[src/rtl/rename_map_table.sv]
// rename_map_table: speculative register map for the rename stage.
//   Pops one free physical tag from free_list per renamed destination and
//   maps architectural to physical registers. It also keeps a retirement
//   (architectural) map that is used to restore state on a mispredict, and
//   tracks per-entry ready bits from the CDB.
// Ports:
//   clock, reset_n                       clock, asynchronous active-low reset
//   rn_valid/rn_ready, rn_rs1/rs2/rd,    rename request handshake and operands
//   rn_rd_valid
//   fl_rd, fl_tag, fl_empty              free_list pop (data valid next cycle)
//   fl_wr, fl_wdata                      free_list push of a freed tag
//   out_valid, out_tag1/2, out_rdy1/2,   renamed instruction, one cycle after
//   out_dest_tag, out_old_tag            accept
//   cdb_valid, cdb_tag                   completion broadcast (ready wakeup)
//   rt_valid, rt_rd, rt_tag              retirement of a destination write
//   recover                              restore speculative map from arch map
// Build option: define MAP_TABLE_CDB_BYPASS_EN so that a CDB broadcast in the
//   accept cycle also marks the matching renamed sources ready.

`ifndef CDB_BITS
`define CDB_BITS 6
`endif

module rename_map_table #(
  parameter int unsigned N_ARCH = 32,
  parameter int unsigned TAG_W  = `CDB_BITS,
  localparam int unsigned IDX_W = $clog2(N_ARCH)
) (
  input  logic             clock,
  input  logic             reset_n,
  input  logic             rn_valid,
  output logic             rn_ready,
  input  logic [IDX_W-1:0] rn_rs1,
  input  logic [IDX_W-1:0] rn_rs2,
  input  logic [IDX_W-1:0] rn_rd,
  input  logic             rn_rd_valid,
  output logic             fl_rd,
  input  logic [TAG_W-1:0] fl_tag,
  input  logic             fl_empty,
  output logic             fl_wr,
  output logic [TAG_W-1:0] fl_wdata,
  output logic             out_valid,
  output logic [TAG_W-1:0] out_tag1,
  output logic [TAG_W-1:0] out_tag2,
  output logic             out_rdy1,
  output logic             out_rdy2,
  output logic [TAG_W-1:0] out_dest_tag,
  output logic [TAG_W-1:0] out_old_tag,
  input  logic             cdb_valid,
  input  logic [TAG_W-1:0] cdb_tag,
  input  logic             rt_valid,
  input  logic [IDX_W-1:0] rt_rd,
  input  logic [TAG_W-1:0] rt_tag,
  input  logic             recover
);

  // Map state
  logic [N_ARCH-1:0][TAG_W-1:0] spec_tag_q, spec_tag_d;
  logic [N_ARCH-1:0]            spec_rdy_q, spec_rdy_d;
  logic [N_ARCH-1:0][TAG_W-1:0] arch_q, arch_d;

  // Rename stage register and its registered source/old tags
  logic             stg_valid_q, stg_valid_d;
  logic             stg_alloc_q, stg_alloc_d;
  logic [IDX_W-1:0] stg_rd_q, stg_rd_d;
  logic [TAG_W-1:0] tag1_q, tag1_d, tag2_q, tag2_d, old_q, old_d;
  logic             rdy1_q, rdy1_d, rdy2_q, rdy2_d;

  // Freed-tag push register
  logic             fl_wr_q, fl_wr_d;
  logic [TAG_W-1:0] fl_wdata_q, fl_wdata_d;

  // Low in reset and for the first edge after release; keeps fl_rd quiet in reset
  logic run_q;

  logic             alloc_needed, accept, stg_write, cdb_en;
  logic [TAG_W:0]   src1_c, src2_c;

  // Source lookup returning {ready, tag}; byp selects the older stage's fl_tag
  function automatic logic [TAG_W:0] src_lookup(
    input logic [IDX_W-1:0] rs,
    input logic [TAG_W-1:0] map_tag,
    input logic             map_rdy,
    input logic             byp,
    input logic [TAG_W-1:0] byp_tag
  );
    if (rs == '0) return {1'b1, TAG_W'(0)};
    if (byp)      return {1'b0, byp_tag};
    return {map_rdy, map_tag};
  endfunction

  assign alloc_needed = rn_rd_valid && (rn_rd != '0);
  assign rn_ready     = run_q && !recover && !(alloc_needed && fl_empty);
  assign accept       = rn_valid && rn_ready;
  assign fl_rd        = accept && alloc_needed;
  assign stg_write    = stg_valid_q && stg_alloc_q;
  assign cdb_en       = cdb_valid && (cdb_tag != '0);

  assign out_valid    = stg_valid_q;
  assign out_dest_tag = stg_write ? fl_tag : '0;
  assign out_tag1     = tag1_q;
  assign out_tag2     = tag2_q;
  assign out_rdy1     = rdy1_q;
  assign out_rdy2     = rdy2_q;
  assign out_old_tag  = old_q;
  assign fl_wr        = fl_wr_q;
  assign fl_wdata     = fl_wdata_q;

  // Next-state: CDB wakeup, stage write, retire, recover, operand capture
  always_comb begin
    spec_tag_d  = spec_tag_q;
    spec_rdy_d  = spec_rdy_q;
    arch_d      = arch_q;
    fl_wr_d     = 1'b0;
    fl_wdata_d  = '0;
    stg_valid_d = accept;
    stg_alloc_d = accept && alloc_needed;
    stg_rd_d    = accept ? rn_rd : '0;
    tag1_d      = '0;
    tag2_d      = '0;
    old_d       = '0;
    rdy1_d      = 1'b0;
    rdy2_d      = 1'b0;

    // Sources see the older stage instruction's mapping as already written
    src1_c = src_lookup(rn_rs1, spec_tag_q[rn_rs1], spec_rdy_q[rn_rs1],
                        stg_write && (stg_rd_q == rn_rs1), fl_tag);
    src2_c = src_lookup(rn_rs2, spec_tag_q[rn_rs2], spec_rdy_q[rn_rs2],
                        stg_write && (stg_rd_q == rn_rs2), fl_tag);

    for (int r = 0; r < N_ARCH; r++) begin
      if (cdb_en && (spec_tag_q[r] == cdb_tag)) spec_rdy_d[r] = 1'b1;
    end

    // A newly written mapping overrides any wakeup of the entry's old tag
    if (stg_write) begin
      spec_tag_d[stg_rd_q] = fl_tag;
      spec_rdy_d[stg_rd_q] = 1'b0;
    end

    if (rt_valid && (rt_rd != '0)) begin
      fl_wr_d       = 1'b1;
      fl_wdata_d    = arch_q[rt_rd];
      arch_d[rt_rd] = rt_tag;
    end

    // Recover copies the arch map including this cycle's retire update
    if (recover) begin
      for (int r = 0; r < N_ARCH; r++) begin
        spec_tag_d[r] = arch_d[r];
        spec_rdy_d[r] = 1'b1;
      end
    end

    if (accept) begin
      tag1_d = src1_c[TAG_W-1:0];
      tag2_d = src2_c[TAG_W-1:0];
      rdy1_d = src1_c[TAG_W];
      rdy2_d = src2_c[TAG_W];
`ifdef MAP_TABLE_CDB_BYPASS_EN
      if (cdb_en && (src1_c[TAG_W-1:0] == cdb_tag)) rdy1_d = 1'b1;
      if (cdb_en && (src2_c[TAG_W-1:0] == cdb_tag)) rdy2_d = 1'b1;
`endif
      if (alloc_needed) begin
        old_d = (stg_write && (stg_rd_q == rn_rd)) ? fl_tag : spec_tag_q[rn_rd];
      end
    end
  end

  // State register
  always_ff @(posedge clock or negedge reset_n) begin
    if (!reset_n) begin
      for (int r = 0; r < N_ARCH; r++) begin
        spec_tag_q[r] <= TAG_W'(r + 1);
        arch_q[r]     <= TAG_W'(r + 1);
      end
      spec_rdy_q  <= '1;
      stg_valid_q <= 1'b0;
      stg_alloc_q <= 1'b0;
      stg_rd_q    <= '0;
      tag1_q      <= '0;
      tag2_q      <= '0;
      old_q       <= '0;
      rdy1_q      <= 1'b0;
      rdy2_q      <= 1'b0;
      fl_wr_q     <= 1'b0;
      fl_wdata_q  <= '0;
      run_q       <= 1'b0;
    end else begin
      spec_tag_q  <= spec_tag_d;
      spec_rdy_q  <= spec_rdy_d;
      arch_q      <= arch_d;
      stg_valid_q <= stg_valid_d;
      stg_alloc_q <= stg_alloc_d;
      stg_rd_q    <= stg_rd_d;
      tag1_q      <= tag1_d;
      tag2_q      <= tag2_d;
      old_q       <= old_d;
      rdy1_q      <= rdy1_d;
      rdy2_q      <= rdy2_d;
      fl_wr_q     <= fl_wr_d;
      fl_wdata_q  <= fl_wdata_d;
      run_q       <= 1'b1;
    end
  end

endmodule

[config.mk]
export PLATFORM = sky130hd
export DESIGN_NAME = rename_map_table
export DESIGN_NICKNAME = d
export VERILOG_FILES = /design/src/rtl/rename_map_table.sv
export SDC_FILE = /design/constraint.sdc
export NUM_CORES = 1
export LEC_CHECK = 0
export BUFFER_PORTS_ARGS = -buffer_cell sky130_fd_sc_hd__buf_2
export CORE_MARGIN = 4
export CORE_UTILIZATION = 40
export CTS_BUF_LIST = sky130_fd_sc_hd__clkbuf_16
export DETAILED_ROUTE_END_ITERATION = 6
export RECOVER_POWER = 100
export REMOVE_ABC_BUFFERS = 1
export SLEW_MARGIN = 40
export SYNTH_ARGS = -nofsm -noshare
export SYNTH_HDL_FRONTEND = slang
export SYNTH_SLANG_ARGS = --single-unit
[constraint.sdc]
create_clock -name clock -period 2.5 [get_ports clock]
set_input_delay 0.25 -clock clock [delete_from_list [all_inputs] [get_ports clock]]
set_output_delay 0.25 -clock clock [all_outputs]
set_load 0.05 [all_outputs]
==> key figures, run 1 <==
Status
  • Status: complete, no violations

Worst setup path
  • Maximum fanout along the worst path: 7
  • Sequence of cells on the critical path: clkbuf_1 > nor3_1 > buf_4 > nor4b_1 > clkbuf_1 > nand2_1 > buf_12 > mux2_1 > mux2_2
  • R2R depth: 6
  • Critical path class: primary input to register
  • Most used cell along the critical path: clkbuf_1
  • Critical path data arrival time: 3.00 ns
  • CP required: 3.03 ns
  • Slowest cell on the critical path: clkbuf_1
  • Critical path's top delay family: buffers and inverters
  • FF-to-FF setup slack: 0.11 ns
  • Critical Path Start Type: primary input
  • CP peak stage delay: 0.85 ns
  • WP buf/inv: 4
  • RR Startpoint: stg_alloc_q$_DFF_PN0_
  • FF-to-FF End: spec_tag_q[65]$_DFFE_PN0P_
  • CP endpoint kind: register

Die
  • Number of top-level pins: 82
  • Width of the die: 272.5 um
  • Die area: 0.07427 mm^2
  • Core ar.: 0.06895 mm^2
  • Row count: 96
  • Die Height: 272.5 um
  • Starting Density: 40.60%

Final layout
  • Core Util, Final: 46.34%
  • Fillers: 6,297
  • # nets final: 2,403
  • Post-route non-filler standard cell count: 3,330
  • Finished Cell Area: 0.03195 mm^2
  • P&R area growth vs syn: 14.15%
  • FF/Latch Area: 0.01153 mm^2
  • Area of the multi-input gates: 0.01559 mm^2
  • Share of post-route cells with drive strength above 1: 35.25%

Min path
  • Hold wc startpoint: recover
  • Sink of the worst hold path: spec_rdy_q[18]$_DFF_PN1_
  • Hold depth: 2
  • Hold Crit Class: primary input to register

Global routing
  • Largest net degree at the start of global routing: 179
  • Initial antenna violation count: 9
  • Tot GR Track Use: 30.74%
  • GRT overflow: 0
  • Number of global-route vias before repair: 21,260
  • Global-route wire length before repair: 164.3 mm

STA
  • Worst slew margin: 13.23%
  • Final setup fails: 0
  • Min cycle time layout: 2.473 ns
  • Max-slew violations: 0
  • Clk_skew: 0.02897 ns
  • Worst slew pin tran: 1.302 ns
  • Max Clk Rate: 404.3 MHz
  • RSZ-0062 raised after global routing: no
  • Hold Fails Final Rpt: 0
  • Final Cycle Share: 98.93%
  • Final setup TNS: 0 ns

Place
  • DP Area: 0.03079 mm^2
  • Placed Cells: 3,232
  • IO buf count: 81
  • DP HPWL: 83.87 mm
  • GP Congestion: 0.9897

Route
  • Antenna-violating nets left: 0
  • First drt pass iteration count: 5
  • Final WL: 115.5 mm
  • Via count: 21,550
  • Vias per cell: 6.472
  • Remaining DRCs: 0
  • Iteration-0 DRC Markers: 2,811
  • Per-cell routed wire length: 34.68 um

Clocking
  • H-tree Lvls: 2
  • Clock transition at path regs: 0.06 ns
  • CTS root buf: clkbuf_16
  • Num CTS Buffers: 52
  • Post-CTS Setup Repair Bufs: 0
  • CTS tree: built
  • Clock Sinks: 451
  • CTS max path bufs: 3
  • Worst skew pair latency: 0.61 ns

Yosys
  • Fraction of registers with async set or reset after synthesis: 100.0%
  • Mean Syn Cell Area: 12.57 um^2
  • Post-synthesis cell type count: 56
  • Ys flop type: dfrtp_1
  • Post-synth EDFFs: 0
  • Register area share after synthesis: 41.19%
  • Synthesized flop and latch total: 451
  • Yosys warnings: 0
  • Synthesized area: 0.02799 mm^2
  • Mapped Cells: 2,226

Power and ir drop
  • LEAKAGE: 13.14 nW
  • VDD IR max: 0.4639 mV
  • Power Dens Cells: 748.4 mW/mm^2

Run
  • # Max-Cap Violations: 0
## how the worst max path moves through the flow
stage | from | to | slack, ns | cells after the start
2_1_floorplan | rn_rd[2] | out_old_tag[0]$_DFF_PN0_ | -0.77 | 5
3_3_place_gp | rt_rd[0] | fl_wdata[0]$_DFF_PN0_ | -0.14 | 5
3_5_place_dp | rt_rd[0] | fl_wdata[0]$_DFF_PN0_ | -0.18 | 5
4_1_cts | stg_rd_q[3]$_DFF_PN0_ | spec_tag_q[50]$_DFFE_PN0P_ | 0.19 | 4
5_1_grt | stg_alloc_q$_DFF_PN0_ | spec_tag_q[64]$_DFFE_PN0P_ | 0.03 | 6
6_report | rt_rd[4] | spec_tag_q[124]$_DFFE_PN1P_ | 0.03 | 9
## sequential cells by signal, summed over array words and instances, names as in the netlist, 5 cells and up
name / flops
fl_wdata: 6
out_old_tag: 6
spec_rdy_q: 32
arch_q: 192
out_tag2: 6
stg_rd_q: 5
out_tag1: 6
spec_tag_q: 192
## layout make-up
| type | instances | share of cell area, % |
|---|---|---|
| antenna | 5 | 0.03916 |
| timing repair buffer | 278 | 6.395 |
| sequential | 451 | 36.08 |
| multi-input combinational | 1568 | 48.81 |
| clock inverter | 38 | 0.8106 |
| inverter | 6 | 0.07049 |
| clock buffer | 53 | 4.151 |
| tap | 931 | 3.646 |
## synthesized netlist by cell type (8+ instances only)
master,instances,area share (%)
a21o_1,17,0.46
a21oi_1,15,0.27
a22oi_1,13,0.35
a41o_1,16,0.57
a41oi_1,16,0.50
and3_1,8,0.18
buf_1,25,0.34
buf_2,38,0.68
clkbuf_1,132,1.8
dfrtp_1,257,23
dfstp_2,194,18
mux2_2,306,12
mux2i_1,184,6.6
mux4_2,210,17
nand2_1,161,2.2
nand3_1,29,0.52
nand3b_1,10,0.27
nor2_1,47,0.63
nor3b_1,17,0.46
nor4_1,36,0.80
o21ai_0,140,2.5
o21bai_1,21,0.56
o221ai_1,24,0.75
o22ai_1,12,0.27
xnor2_1,69,2.2
xor2_1,138,4.3
## power breakdown
part / switching (W) / total [W] / internal [W] / leakage [nW]
logic: 0.00290 / 0.00580 / 0.00290 / 6.94
clock network: 0.00327 / 0.00740 / 0.00413 / 0.823
registers: 0.00179 / 0.0107 / 0.00892 / 5.37
## layout by cell type (no fill, tap or decap), drive strengths merged, types with 5 or more instances in the layout
cell type,instances
mux2,306
dfrtp,257
mux4,210
dfstp,194
mux2i,184
buf,171
nand2,161
clkbuf,159
o21ai,140
xor2,138
xnor2,69
nor2,49
nor4,36
nand3,29
o221ai,24
o21bai,21
inv,21
nor3b,19
clkinv,18
a21o,17
a41oi,16
a41o,16
a21oi,15
a22oi,13
o22ai,12
nand3b,10
and3,8
and3b,7
a31oi,7
a22o,6
a221oi,6
o211ai,6
a211o,6
and2,6
diode,5
or3,5
## cell families (layout without fill, tap and decap cells)
family | Yosys count | after routing | synth area share [%]
flip-flops | 451 | 451 | 41.19
XOR/XNOR | 207 | 207 | 6.477
AND/OR/NAND/NOR | 348 | 348 | 6.124
buffers and inverters | 207 | 375 | 3.080
AO/OA/AOI/OAI | 312 | 312 | 7.327
other | 1 | 6 | 0.01340
multiplexers | 700 | 700 | 35.79
## layer usage
metal | GRT usage [%] | vias to the layer above | part of all wire (%)
li1 | - | 8670 | -
met1 | 45.70 | 11340 | 43
met2 | 45.08 | 1325 | 43
met3 | 6.769 | 207 | 11
met4 | 9.299 | 6 | 3.6
met5 | 0 | - | 0.035
## stage by stage
| stage | setup slack [ns] | hold slack (ns) | power [W] |
|---|---|---|---|
| floorplan | -0.7715 | -0.04559 | 0.01344 |
| global placement | -0.1402 | 0.3392 | 0.01643 |
| detailed placement | -0.1819 | 0.3424 | 0.01657 |
| CTS | 0.1907 | 0.002747 | 0.02400 |
| global route | 0.02608 | 0.009095 | 0.02475 |
| finish | 0.02673 | 0.03077 | 0.02391 |
## timing repair
item | in CTS | in global routing
endpoints found under the setup margin | 0 | 4
hold endpoints to repair | 25 | 0
resized for setup | 0 | 1
hold buffers | 1 | 0
Power figures use the tool's default switching activity.
==> inputs of run 2 (changes only) <==
--- a/config.mk
+++ b/config.mk
@@ -6,6 +6,7 @@
 export NUM_CORES = 1
 export LEC_CHECK = 0
 export BUFFER_PORTS_ARGS = -buffer_cell sky130_fd_sc_hd__buf_2
+export CORE_ASPECT_RATIO = 0.7
 export CORE_MARGIN = 4
 export CORE_UTILIZATION = 40
 export CTS_BUF_LIST = sky130_fd_sc_hd__clkbuf_16
==> key figures, run 2 (synthesis results as in run 1) <==
STA
  • RSZ-0062 raised after global routing: no
  • Hold Fails Final Rpt: 0
  • Max Clk Rate: 393.8 MHz
  • Final Cycle Share: 101.6%
  • Min cycle time layout: 2.539 ns
  • Hold_ws: 0.05860 ns
  • Worst slew pin tran: 1.835 ns
  • Final setup fails: 4
  • Max-slew violations: 51
  • Worst setup margin: -0.03916 ns
  • Clk_skew: 0.03410 ns
  • Worst slew margin: -22.36%

Route
  • Via count: 21,830
  • Final WL: 115.5 mm
  • First drt pass iteration count: 5
  • Remaining DRCs: 0
  • Vias per cell: 6.543
  • Per-cell routed wire length: 34.63 um
  • Antenna-violating nets left: 0
  • Iteration-0 DRC Markers: 2,973

Final layout
  • Post-route non-filler standard cell count: 3,336
  • # nets final: 2,432
  • P&R area growth vs syn: 14.60%
  • Commonest non-fill, non-tap cells in the layout: dfrtp_1 (257), mux4_2 (210), dfstp_2 (193)
  • Commonest non-fill, non-tap cell in the layout: dfrtp_1
  • Finished Cell Area: 0.03208 mm^2
  • Share of post-route cells with drive strength above 1: 36.10%
  • Top flop regs: arch_q x192, spec_tag_q x192, spec_rdy_q x32

Die
  • Width of the die: 324.2 um
  • Number of top-level pins: 82
  • Row count: 80
  • Die Height: 229.3 um
  • Die area: 0.07434 mm^2
  • Core ar.: 0.06877 mm^2
  • Starting Density: 40.70%

Place
  • GP Congestion: 0.9788
  • Placed Cells: 3,237
  • IO buf count: 81
  • DP Area: 0.03077 mm^2
  • Pre-CTS setup slack: 0.02492 ns
  • DP HPWL: 84.47 mm

Global routing
  • Largest net degree at the start of global routing: 155
  • Tot GR Track Use: 31.01%
  • Global-route wire length before repair: 164.9 mm
  • Initial antenna violation count: 9
  • Number of global-route vias before repair: 21,580
  • GRT overflow: 0

Clocking
  • CTS tree: built
  • Post-CTS Setup Repair Bufs: 0
  • Worst skew pair latency: 0.62 ns
  • Clock transition at path regs: 0.07 ns
  • CTS root buf: clkbuf_16
  • H-tree Lvls: 2
  • Clock Sinks: 451
  • CTS max path bufs: 3
  • Post-cts resize count: 0
  • Num CTS Buffers: 47

Worst setup path
  • Critical path data arrival time: 3.01 ns
  • CP endpoint kind: register
  • FF-to-FF End: spec_tag_q[50]$_DFFE_PN0P_
  • Critical path class: register to register
  • Maximum fanout along the worst path: 11
  • Critical Path Start Type: register
  • CP required: 2.98 ns
  • R2R depth: 4
  • FF-to-FF setup slack: -0.04 ns
  • RR Startpoint: stg_rd_q[3]$_DFF_PN0_

Status
  • Status: complete, but fails checks
  • Failing checks: max-capacitance violations, max-slew violations, negative setup slack

Min path
  • Sink of the worst hold path: spec_tag_q[84]$_DFFE_PN1P_
  • Hold Crit Class: primary input to register
  • Hold wc startpoint: fl_tag[0]
  • Hold depth: 3

Power and ir drop
  • LEAKAGE: 13.26 nW
  • Power Dens Cells: 757.5 mW/mm^2
  • VDD IR max: 0.5279 mV

Run
  • # Max-Cap Violations: 1
[run 2: changes by cell type in the layout (fill, tap and decap cells not counted), sizes merged]
cell,delta
buf,+41
clkbuf,-12
diode,+5
bufinv,+4
clkinv,-2
clkinvlp,-1
dlygate4sd3,+1
inv,-1
[run 2: area by class of cell]
class	count	area [um^2]
clock inverter	38	357.8
multi-input combinational	1568	15590
timing repair buffer	312	2197
inverter	6	22.52
sequential	451	11530
tap	902	1129
fill	6179	36690
antenna	10	25.02
clock buffer	49	1226
[run 2: worst max path at each step]
stage / start / endpoint / slack (ns) / cells past startpoint
floorplan: rn_rd[2] / out_old_tag[0]$_DFF_PN0_ / -0.77 / 5
global placement: rt_rd[0] / spec_tag_q[146]$_DFFE_PN0P_ / -0.18 / 5
detailed placement: rn_rs1[0] / out_tag1[1]$_DFF_PN0_ / 0.02 / 6
global route: rt_rd[0] / spec_tag_q[96]$_DFFE_PN1P_ / 0.005 / 7
CTS: stg_rd_q[3]$_DFF_PN0_ / spec_tag_q[50]$_DFFE_PN0P_ / 0.17 / 4
finish: stg_rd_q[3]$_DFF_PN0_ / spec_tag_q[50]$_DFFE_PN0P_ / -0.04 / 4
[run 2: timing repair]
action	in CTS	in global routing
endpoints found under the setup margin	0	0
hold endpoints to repair	43	0
hold buffers	2	0
[run 2: critical path, cell delays in order, from the launching register on]
cell and delay (ns):
dfrtp_1 0.67, nor3b_1 0.58, nand2_1 0.47, mux2_2 0.41, mux2_2 0.26
[run 2: where the power goes]
group / internal (W) / total [W] / switching (W)
logic: 0.00304 / 0.00628 / 0.00324
registers: 0.00892 / 0.0105 / 0.00160
clock network: 0.00428 / 0.00749 / 0.00321
total: 0.0162 / 0.0243 / 0.00806
[run 2: through the flow]
| step | utilization, % | TNS [ns] | total power [W] |
|---|---|---|---|
| after floorplan | - | -5.590 | 0.01344 |
| after global placement | 44.73 | -3.119 | 0.01656 |
| after detailed placement | 44.75 | 0 | 0.01673 |
| after CTS | 47.09 | 0 | 0.02424 |
| after global routing | 46.61 | 0 | 0.02511 |
| final | 46.64 | -0.1110 | 0.02430 |
[run 2: metal layers]
metal	GRT usage (%)	wire, um	up-vias
met5	1.111	138	-
met4	7.809	3144	6
met3	12.21	16550	175
met2	39.68	44370	1410
met1	47.96	51340	11510
li1	-	-	8727
==> inputs of run 3 (changes only) <==
--- a/config.mk
+++ b/config.mk
@@ -9,7 +9,7 @@
 export CORE_ASPECT_RATIO = 0.7
 export CORE_MARGIN = 4
 export CORE_UTILIZATION = 40
-export CTS_BUF_LIST = sky130_fd_sc_hd__clkbuf_16
+export CTS_BUF_LIST = sky130_fd_sc_hd__clkbuf_4
 export DETAILED_ROUTE_END_ITERATION = 6
 export RECOVER_POWER = 100
 export REMOVE_ABC_BUFFERS = 1
==> key figures, run 3 (synthesis results as in run 1) <==
Route
  • First drt pass iteration count: 6
  • Final WL: 117.4 mm
  • Vias per cell: 6.446
  • Remaining DRCs: 0
  • Antenna-violating nets left: 0
  • Via count: 22,530
  • Iteration-0 DRC Markers: 3,010
  • Per-cell routed wire length: 33.58 um

Clocking
  • Clock Sinks: 451
  • Clock transition at path regs: 0.08 ns
  • CTS tree: built
  • Worst skew pair latency: 0.96 ns
  • Num CTS Buffers: 115
  • CTS max path bufs: 3
  • CTS root buf: clkbuf_4
  • Post-CTS Setup Repair Bufs: 0
  • H-tree Lvls: 3

Global routing
  • Number of global-route vias before repair: 22,350
  • Initial antenna violation count: 7
  • Tot GR Track Use: 31.45%
  • GRT overflow: 0
  • Global-route wire length before repair: 167.1 mm
  • Largest net degree at the start of global routing: 155

Power and ir drop
  • Power Dens Cells: 729.8 mW/mm^2
  • VDD IR max: 0.4274 mV
  • Total Power: 0.02365 W
  • LEAKAGE: 13.60 nW

Place
  • DP HPWL: 84.47 mm
  • GP Congestion: 0.9788
  • IO buf count: 81
  • DP Area: 0.03077 mm^2

Worst setup path
  • Most used cell along the critical path: clkbuf_1
  • Critical path class: primary input to register
  • CP peak stage delay: 0.55 ns
  • Critical Path Start Type: primary input
  • Sequence of cells on the critical path: dlygate4sd3_1 > clkbuf_1 > clkbuf_1 > nand3b_1 > clkbuf_2 > nor2_1 > clkbuf_1 > mux2_2 > mux2_2
  • R2R depth: 4
  • Maximum fanout along the worst path: 10
  • CP endpoint kind: register
  • CP required: 3.30 ns
  • Slowest cell on the critical path: dlygate4sd3_1
  • Critical path data arrival time: 3.31 ns

STA
  • Max-slew violations: 19
  • Hold Fails Final Rpt: 0
  • Worst slew margin: -0.1893%
  • Worst slew pin tran: 1.500 ns
  • Hold_ws: 0.07457 ns
  • Worst setup margin: -0.006792 ns
  • RSZ-0062 raised after global routing: no
  • Clk_skew: 0.05545 ns
  • Max Clk Rate: 398.9 MHz
  • Final setup TNS: -0.006792 ns
  • Final setup fails: 1
  • Min cycle time layout: 2.507 ns
  • Final Cycle Share: 100.3%

Die
  • Width of the die: 324.2 um
  • Die area: 0.07434 mm^2
  • Core ar.: 0.06877 mm^2
  • Row count: 80
  • Number of top-level pins: 82
  • Starting Density: 40.70%
  • Die Height: 229.3 um

Final layout
  • Finished Cell Area: 0.03241 mm^2
  • Top flop regs: arch_q x192, spec_tag_q x192, spec_rdy_q x32
  • Commonest non-fill, non-tap cells in the layout: dfrtp_1 (257), mux4_2 (210), dfstp_2 (193), clkbuf_4 (193), mux2_2 (189)
  • Share of post-route cells with drive strength above 1: 40.38%
  • Commonest non-fill, non-tap cell in the layout: dfrtp_1
  • # nets final: 2,533
  • Fillers: 6,226
  • P&R area growth vs syn: 15.80%

Status
  • Failing checks: max-capacitance violations, max-slew violations, negative setup slack
  • Status: complete, but fails checks

Min path
  • Hold depth: 5
  • Hold Crit Class: primary input to register

Run
  • # Max-Cap Violations: 1
==> run 3: cell type report <==
cell class / count / area (um^2) / share of cell area, %
flip-flops and latches: 451 / 11530 / 35.57
multi-input cells: 1568 / 15600 / 48.14
diodes: 5 / 12.51 / 0.03860
repair buffers: 345 / 2570 / 7.929
clock inverters: 29 / 128.9 / 0.3976
inverters: 6 / 22.52 / 0.06949
well taps: 902 / 1129 / 3.482
clock buffers: 189 / 1419 / 4.378
==> run 3: per-stage QoR <==
stage	setup WS, ns	util, %	std cells
3_3_place_gp	-0.1824	44.73	3236
3_5_place_dp	0.02492	44.75	3237
2_1_floorplan	-0.7715	-	2025
4_1_cts	0.01693	47.51	3489
5_1_grt	0.003397	47.12	3492
6_report	-0.006792	47.13	3495
==> run 3: metal layers <==
metal	GRT usage (%)	vias to the layer above	part of all wire, %
li1	-	8996	-
met1	47.83	11700	43
met2	39.93	1629	38
met3	13.39	197	15
met4	9.229	6	3.1
met5	0	-	0.16
==> run 3: final timing paths <==
path	start	to	slack, ns
max	rt_rd[1]	spec_tag_q[105]$_DFFE_PN0P_	-0.007
min	cdb_tag[2]	spec_rdy_q[14]$_DFF_PN1_	0.07
max reg2reg	stg_rd_q[3]$_DFF_PN0_	spec_tag_q[50]$_DFFE_PN0P_	0.02
min reg2reg	arch_q[0]$_DFF_PN1_	arch_q[0]$_DFF_PN1_	0.40
max in group asynchronous	reset_n	arch_q[43]$_DFF_PN0_	0.29
min in group asynchronous	reset_n	arch_q[69]$_DFF_PN1_	0.64
==> run 3: what timing repair did <==
action | 4_1_cts | 5_1_grt
endpoints found under the setup margin | 0 | 1
hold buffers | 34 | 1
gates resized for setup | 0 | 1
hold endpoints to repair | 623 | 31
==> run 3: power breakdown <==
| part | leakage (nW) | switching [W] | internal [W] | total [W] |
|---|---|---|---|---|
| Sequential | 5.37 | 0.00161 | 0.00892 | 0.0105 |
| Clock | 0.926 | 0.00338 | 0.00341 | 0.00679 |
| Combinational | 7.30 | 0.00326 | 0.00307 | 0.00634 |
| Total | 13.6 | 0.00825 | 0.0154 | 0.0237 |
==> run 3: critical path, delay by kind of cell <==
kind | cells | cell delay, ns
muxes | 2 | 0.69
buffers and inverters | 5 | 1.88
and+or+nand+nor | 2 | 0.46
